==> src/rtl/pcm_pkg.sv <==
`default_nettype none
// ============================================================================
// Module      : pcm_pkg
// Description : Shared widths, codeword/sample types and deserializer states
//               for the receive-side PCM log-to-linear expander.
// Revision    : 1.0  initial release
// ============================================================================
package pcm_pkg;

  localparam int LOG_W  = 8;
  localparam int LIN_W  = 13;
  localparam int SEG_W  = 3;
  localparam int MANT_W = 4;

  // XOR pattern applied by an A-law line that inverts the even bits.
  localparam logic [LOG_W-1:0] EVEN_INV_MASK = 8'h55;

  // Compressed codeword as it arrives on the line.
  typedef struct packed {
    logic              sign;
    logic [SEG_W-1:0]  seg;
    logic [MANT_W-1:0] mant;
  } pcm_code_t;

  // Sign-magnitude linear sample.
  typedef struct packed {
    logic             sign;
    logic [LIN_W-2:0] mag;
  } pcm_lin_t;

  // Deserializer states.
  typedef enum logic [0:0] {
    ST_HUNT  = 1'b0,
    ST_SHIFT = 1'b1
  } deser_state_t;

endpackage : pcm_pkg
`default_nettype wire

==> src/rtl/pcm_log2lin_expand.sv <==
`default_nettype none
// ============================================================================
// Module      : pcm_log2lin_expand
// Description : Purely combinational expansion of an 8-bit segmented log
//               codeword into a 13-bit sign-magnitude linear sample.
// Revision    : 1.0  initial release
// ============================================================================
module pcm_log2lin_expand
  import pcm_pkg::*;
(
  input  logic [LOG_W-1:0] code_i,
  output logic [LIN_W-1:0] lin_o
);

  pcm_code_t code;
  pcm_lin_t  lin;

  // Segment 0 is linear; higher segments restore the implicit leading one
  // and add a half-step bit so the output sits mid-interval.
  always_comb begin
    code     = pcm_code_t'(code_i);
    lin.sign = code.sign;
    lin.mag  = '0;
    if (code.seg == '0) begin
      lin.mag = {7'b0, code.mant, 1'b1};
    end else begin
      lin.mag = (12'd1 << ({1'b0, code.seg} + 4'd4))
              | ({8'b0, code.mant} << code.seg)
              | (12'd1 << (code.seg - 3'd1));
    end
    lin_o = lin;
  end

endmodule : pcm_log2lin_expand
`default_nettype wire

==> src/rtl/pcm_log2lin_rx.sv <==
`default_nettype none
// ============================================================================
// Module      : pcm_log2lin_rx
// Description : Receive-side PCM expander. Deserializes framed 8-bit log
//               codewords (MSB first), expands them to 13-bit linear PCM and
//               queues the samples in a small valid/ready FIFO.
//               Build option: PCM_EVEN_BIT_INV_EN undoes A-law even-bit
//               inversion (XOR 8'h55) before expansion.
// Revision    : 1.0  initial release
// ============================================================================
module pcm_log2lin_rx #(
  parameter int FIFO_DEPTH = 4,
  parameter int LIN_W      = 13
) (
  input  logic             clk,
  input  logic             rst,
  input  logic             bit_in,
  input  logic             bit_valid,
  input  logic             frame_sync,
  output logic [LIN_W-1:0] out_data,
  output logic             out_valid,
  input  logic             out_ready,
  output logic             overrun,
  output logic             sync_err
);

  import pcm_pkg::*;

  localparam int            AW      = $clog2(FIFO_DEPTH);
  localparam logic [AW:0]   PTR_ONE = (AW+1)'(1);

  // --------------------------------------------------------------------------
  // Deserializer
  // --------------------------------------------------------------------------
  deser_state_t     state_q, state_d;
  logic [2:0]       cnt_q, cnt_d;
  logic [LOG_W-1:0] code_q, code_d;
  logic             word_done_q, word_done_d;
  logic             sync_err_q, sync_err_d;

  // Deserializer state register.
  always_ff @(posedge clk) begin
    if (rst) begin
      state_q     <= ST_HUNT;
      cnt_q       <= '0;
      code_q      <= '0;
      word_done_q <= 1'b0;
      sync_err_q  <= 1'b0;
    end else begin
      state_q     <= state_d;
      cnt_q       <= cnt_d;
      code_q      <= code_d;
      word_done_q <= word_done_d;
      sync_err_q  <= sync_err_d;
    end
  end

  // Next-state logic: frame_sync always restarts a word at the MSB; if it
  // lands mid-word the partial code is abandoned and flagged.
  always_comb begin
    state_d     = state_q;
    cnt_d       = cnt_q;
    code_d      = code_q;
    word_done_d = 1'b0;
    sync_err_d  = 1'b0;
    if (bit_valid) begin
      if (frame_sync) begin
        sync_err_d = (state_q == ST_SHIFT);
        code_d     = {bit_in, {(LOG_W-1){1'b0}}};
        cnt_d      = 3'd6;
        state_d    = ST_SHIFT;
      end else if (state_q == ST_SHIFT) begin
        code_d[cnt_q] = bit_in;
        if (cnt_q == 3'd0) begin
          word_done_d = 1'b1;
          state_d     = ST_HUNT;
        end else begin
          cnt_d = cnt_q - 3'd1;
        end
      end
    end
  end

  // --------------------------------------------------------------------------
  // Expansion; code_q still holds the finished word during the word_done
  // cycle even if the next MSB is being loaded on the same edge.
  // --------------------------------------------------------------------------
  logic [LOG_W-1:0] code_exp;
  logic [LIN_W-1:0] lin_sample;

`ifdef PCM_EVEN_BIT_INV_EN
  assign code_exp = code_q ^ EVEN_INV_MASK;
`else
  assign code_exp = code_q;
`endif

  pcm_log2lin_expand u_expand (
    .code_i (code_exp),
    .lin_o  (lin_sample)
  );

  // --------------------------------------------------------------------------
  // Output FIFO
  // --------------------------------------------------------------------------
  logic [LIN_W-1:0] mem_q [FIFO_DEPTH];
  logic [AW:0]      wr_ptr_q, rd_ptr_q;
  logic             overrun_q;
  logic             fifo_empty, fifo_full;
  logic             fifo_pop, fifo_push, fifo_drop;

  assign fifo_empty = (wr_ptr_q == rd_ptr_q);
  assign fifo_full  = (wr_ptr_q[AW] != rd_ptr_q[AW]) &&
                      (wr_ptr_q[AW-1:0] == rd_ptr_q[AW-1:0]);
  assign fifo_pop   = !fifo_empty && out_ready;
  // A pop on the same edge frees the slot, so a full FIFO can still accept.
  assign fifo_push  = word_done_q && (!fifo_full || fifo_pop);
  assign fifo_drop  = word_done_q && fifo_full && !fifo_pop;

  // FIFO pointers and sticky overrun flag.
  always_ff @(posedge clk) begin
    if (rst) begin
      wr_ptr_q  <= '0;
      rd_ptr_q  <= '0;
      overrun_q <= 1'b0;
    end else begin
      if (fifo_push) wr_ptr_q <= wr_ptr_q + PTR_ONE;
      if (fifo_pop)  rd_ptr_q <= rd_ptr_q + PTR_ONE;
      if (fifo_drop) overrun_q <= 1'b1;
    end
  end

  // Sample storage; stale entries are never visible past the pointers.
  always_ff @(posedge clk) begin
    if (fifo_push) mem_q[wr_ptr_q[AW-1:0]] <= lin_sample;
  end

  assign out_valid = !fifo_empty;
  assign out_data  = fifo_empty ? '0 : mem_q[rd_ptr_q[AW-1:0]];
  assign overrun   = overrun_q;
  assign sync_err  = sync_err_q;

endmodule : pcm_log2lin_rx
`default_nettype wire

==> config.mk <==
export PLATFORM = sky130hd
export DESIGN_NAME = pcm_log2lin_rx
export DESIGN_NICKNAME = d
export VERILOG_FILES = /design/src/rtl/pcm_pkg.sv /design/src/rtl/pcm_log2lin_expand.sv /design/src/rtl/pcm_log2lin_rx.sv
export SDC_FILE = /design/constraint.sdc
export NUM_CORES = 1
export LEC_CHECK = 0
export CAP_MARGIN = 0
export CORE_MARGIN = 8
export CORE_UTILIZATION = 61
export CTS_BUF_LIST = sky130_fd_sc_hd__clkbuf_8
export DETAILED_ROUTE_END_ITERATION = 7
export HOLD_SLACK_MARGIN = 0.08
export PLACE_DENSITY = 0.89
export SLEW_MARGIN = 5
export SYNTH_ARGS = -nofsm -noshare
export SYNTH_HDL_FRONTEND = slang
export SYNTH_SLANG_ARGS = --single-unit
==> constraint.sdc <==
create_clock -name clk -period 2.25 [get_ports clk]
set_input_delay 0.3375 -clock clk [delete_from_list [all_inputs] [get_ports clk]]
set_output_delay 0.3375 -clock clk [all_outputs]
set_load 0.01 [all_outputs]
==> flow_summary.toml <==
[routing]
drt_iter0_drc = 157
vias = 2129
wirelength_microns = 6350
wl_per_cell_microns = 17.4
detail-route-antenna-nets = 0
vias_per_cell = 5.82
dr.pass1.iters = 4
drcViolationCount = 0

[clock_tree]
cts.path.max_buffers = 2
cts_tree = "yes"
cts-root-buf = "clkbuf_8"
cts_made_buffers = 9
insertion_delay_ns = 0.34
clock-sinks = 75
cts-hold-fix-buffers = 0
clk_pin_slew_ns = 0.07
cts.htree.levels = 3

[power]
leakagePower_uw = 0.00136
vdd_ir_drop_max_uv = 529
p_total_uw = 2770
power_density_nw_per_um2 = 690

[synthesis]
syn_area_sq_um = 3390
synth-seq-area-share = 0.596
synth_warnings = 0
synth_cells = 255
yosysMostFrequentCell = "edfxtp_1"
synth_nets = 270
synth_area_leaders = "edfxtp_1 (46%), dfxtp_1 (14%), mux4_2 (8.6%), ha_1 (3.3%), nor2b_1 (2.9%)"
syn_avg_cell_area_sq_um = 13.3
ys_types = 43
synth-main-ff-cell = "edfxtp_1"
synth-edff-count = 52
synth_top_area_frac = 0.460
ys_ff_latch = 75
synthTopCellsByCount = "edfxtp_1 (52), dfxtp_1 (23), nor2_1 (19)"
async_flop_share = 0
synth_area_leader_cell = "edfxtp_1"

[timing]
worst_slew_pin_slew_ns = 0.674
clock_skew_ns = 0.00930
final_max_slew_viol_count = 0
period_needed_ns = 2.16
setup_tns_ns = 0
hold_viol = 0
period_share = 0.959
fmax_mhz = 464
setup_viol = 0
rsz0062_at_grt = "false"
maxSlewHeadroom = 0.551

[die]
num_rows = 27
dieArea_sq_um = 8210
core_area_sq_um = 5440
die_w_microns = 90.6
start_util = 0.624
io_pins = 22
die_y_microns = 90.6

[place]
port_buffers = 21
dp_hpwl_microns = 4170
gp_congestion = 0.833

[grt]
grt_pass1_wl_microns = 10500
overflow = 0
grt_pass1_vias = 2178
grt_max_degree = 16
antenna_found_initial = 0
grt_usage = 0.162

[setup_path]
cp-end-kind = "primary output"
rr_worst_depth = 4
cp_num_buf_inv = 2
cp.depth = 4
slowest_delay_ns = 0.51
path_class = "reg2out"
path_max_fanout = 7
crit_slowest_cell = "mux4_2"
cp.required_ns = 1.91
critical_path.cell_chain = "buf_12 -> mux4_2 -> nor2b_1 -> dlygate4sd2_1"
critical_path.top_delay_family = "multiplexers"
cp.arrival_ns = 1.82
cp-start-kind = "flip-flop"

[finish]
nFillCells = 359
nNetsFinal = 304
syn2layout_area_growth_pct = 18.4
antennaDiodeCount = 0
drive_gt1_frac = 0.173

[status]
status = "finished clean"

[job]
max_cap_violations = 0

[hold_path]
hp-class = "reg2reg"
holdPathStages = 2
## through the flow
step	hold slack (ns)	area [sq um]	utilization	setup slack, ns	cells
6_report	0.497	4020	0.739	0.0933	366
5_1_grt	0.538	4020	0.739	0.0251	366
4_1_cts	0.491	4010	0.738	0.0153	366
3_5_place_dp	0.474	3740	0.687	0.171	347
3_3_place_gp	0.487	3740	0.687	0.260	347
2_1_floorplan	0.416	3390	-	0.514	255
## routing by layer
metal  global-route usage  wire, microns  up-vias
li1                     -              -     1027
met1                0.174           2560     1027
met2                0.283           3330       65
met3               0.0607            340       10
met4               0.0583            121        0
met5                    0              0        -
## placed cells by master (no fill, tap or decap), drive strengths merged, types with 5 or more instances in the layout
master,Yosys,final
mux2i,6,6
dlygate4sd2,0,9
nand3,6,6
buf,5,14
dfxtp,23,23
nor2b,16,16
clkdlybuf4s50,0,8
inv,13,15
or3,6,6
edfxtp,52,52
mux4,13,13
o21ai,6,6
ha,9,9
nand2,9,9
nor2,19,19
xor2,7,7
clkbuf,7,9
o211ai,5,5
a21oi,16,16
## sequential cells by signal, indices dropped and copies added (netlist names), named ones only
register     cells
sync_err         1
word_done_q      1
code_exp         8
state_q          1
mem_q           52
cnt_q            3
wr_ptr_q         3
rd_ptr_q         3
overrun          1
## path summary, 6_finish.rpt
path                                               start               endpoint  slack [ns]
worst max-delay path                           flip-flop           out_data[10]        0.09
worst min-delay path                overrun$_SDFFE_PP0P_   overrun$_SDFFE_PP0P_        0.50
worst max register to register  rd_ptr_q[2]$_SDFFE_PP0N_  mem_q[0][3]$_DFFE_PP_        0.22
worst min register to register      overrun$_SDFFE_PP0P_   overrun$_SDFFE_PP0P_        0.50
## power breakdown
part,leakage [uW],switching [uW],internal [uW]
combinational,0.000609,55.6,51.1
clock,0.000122,462,726
sequential,0.000630,13.7,1470
total,0.00136,531,2240
## layout make-up
class	count	area, sq um	area share
Tap cell	72	90.1	0.0224
Timing Repair Buffer	35	337	0.0837
Clock buffer	9	124	0.0308
Clock inverter	7	110	0.0274
Inverter	13	48.8	0.0121
Sequential cell	75	2030	0.504
Multi-Input combinational cell	155	1280	0.319
## tightest hold or removal path: stages (launching register included)
cell and delay, ns:
dfxtp_1 0.34, a21oi_1 0.05, nor2_1 0.07
## kinds of logic after synthesis
family / Yosys count / share of synthesized area
muxes: 20 / 0.107
AOI/OAI and AO/OA: 44 / 0.0944
buffers and inverters: 25 / 0.0299
and+or+nand+nor: 73 / 0.112
DFF: 75 / 0.596
xor gates and xnor gates: 9 / 0.0276
adders and majority gates: 9 / 0.0332
## repair_timing
item | in CTS | in global routing
gates resized for setup | 16 | 7
gates cloned | 1 | 0
setup endpoints to repair | 14 | 7
buffers inserted | 2 | 0
Power figures use the tool's default switching activity.
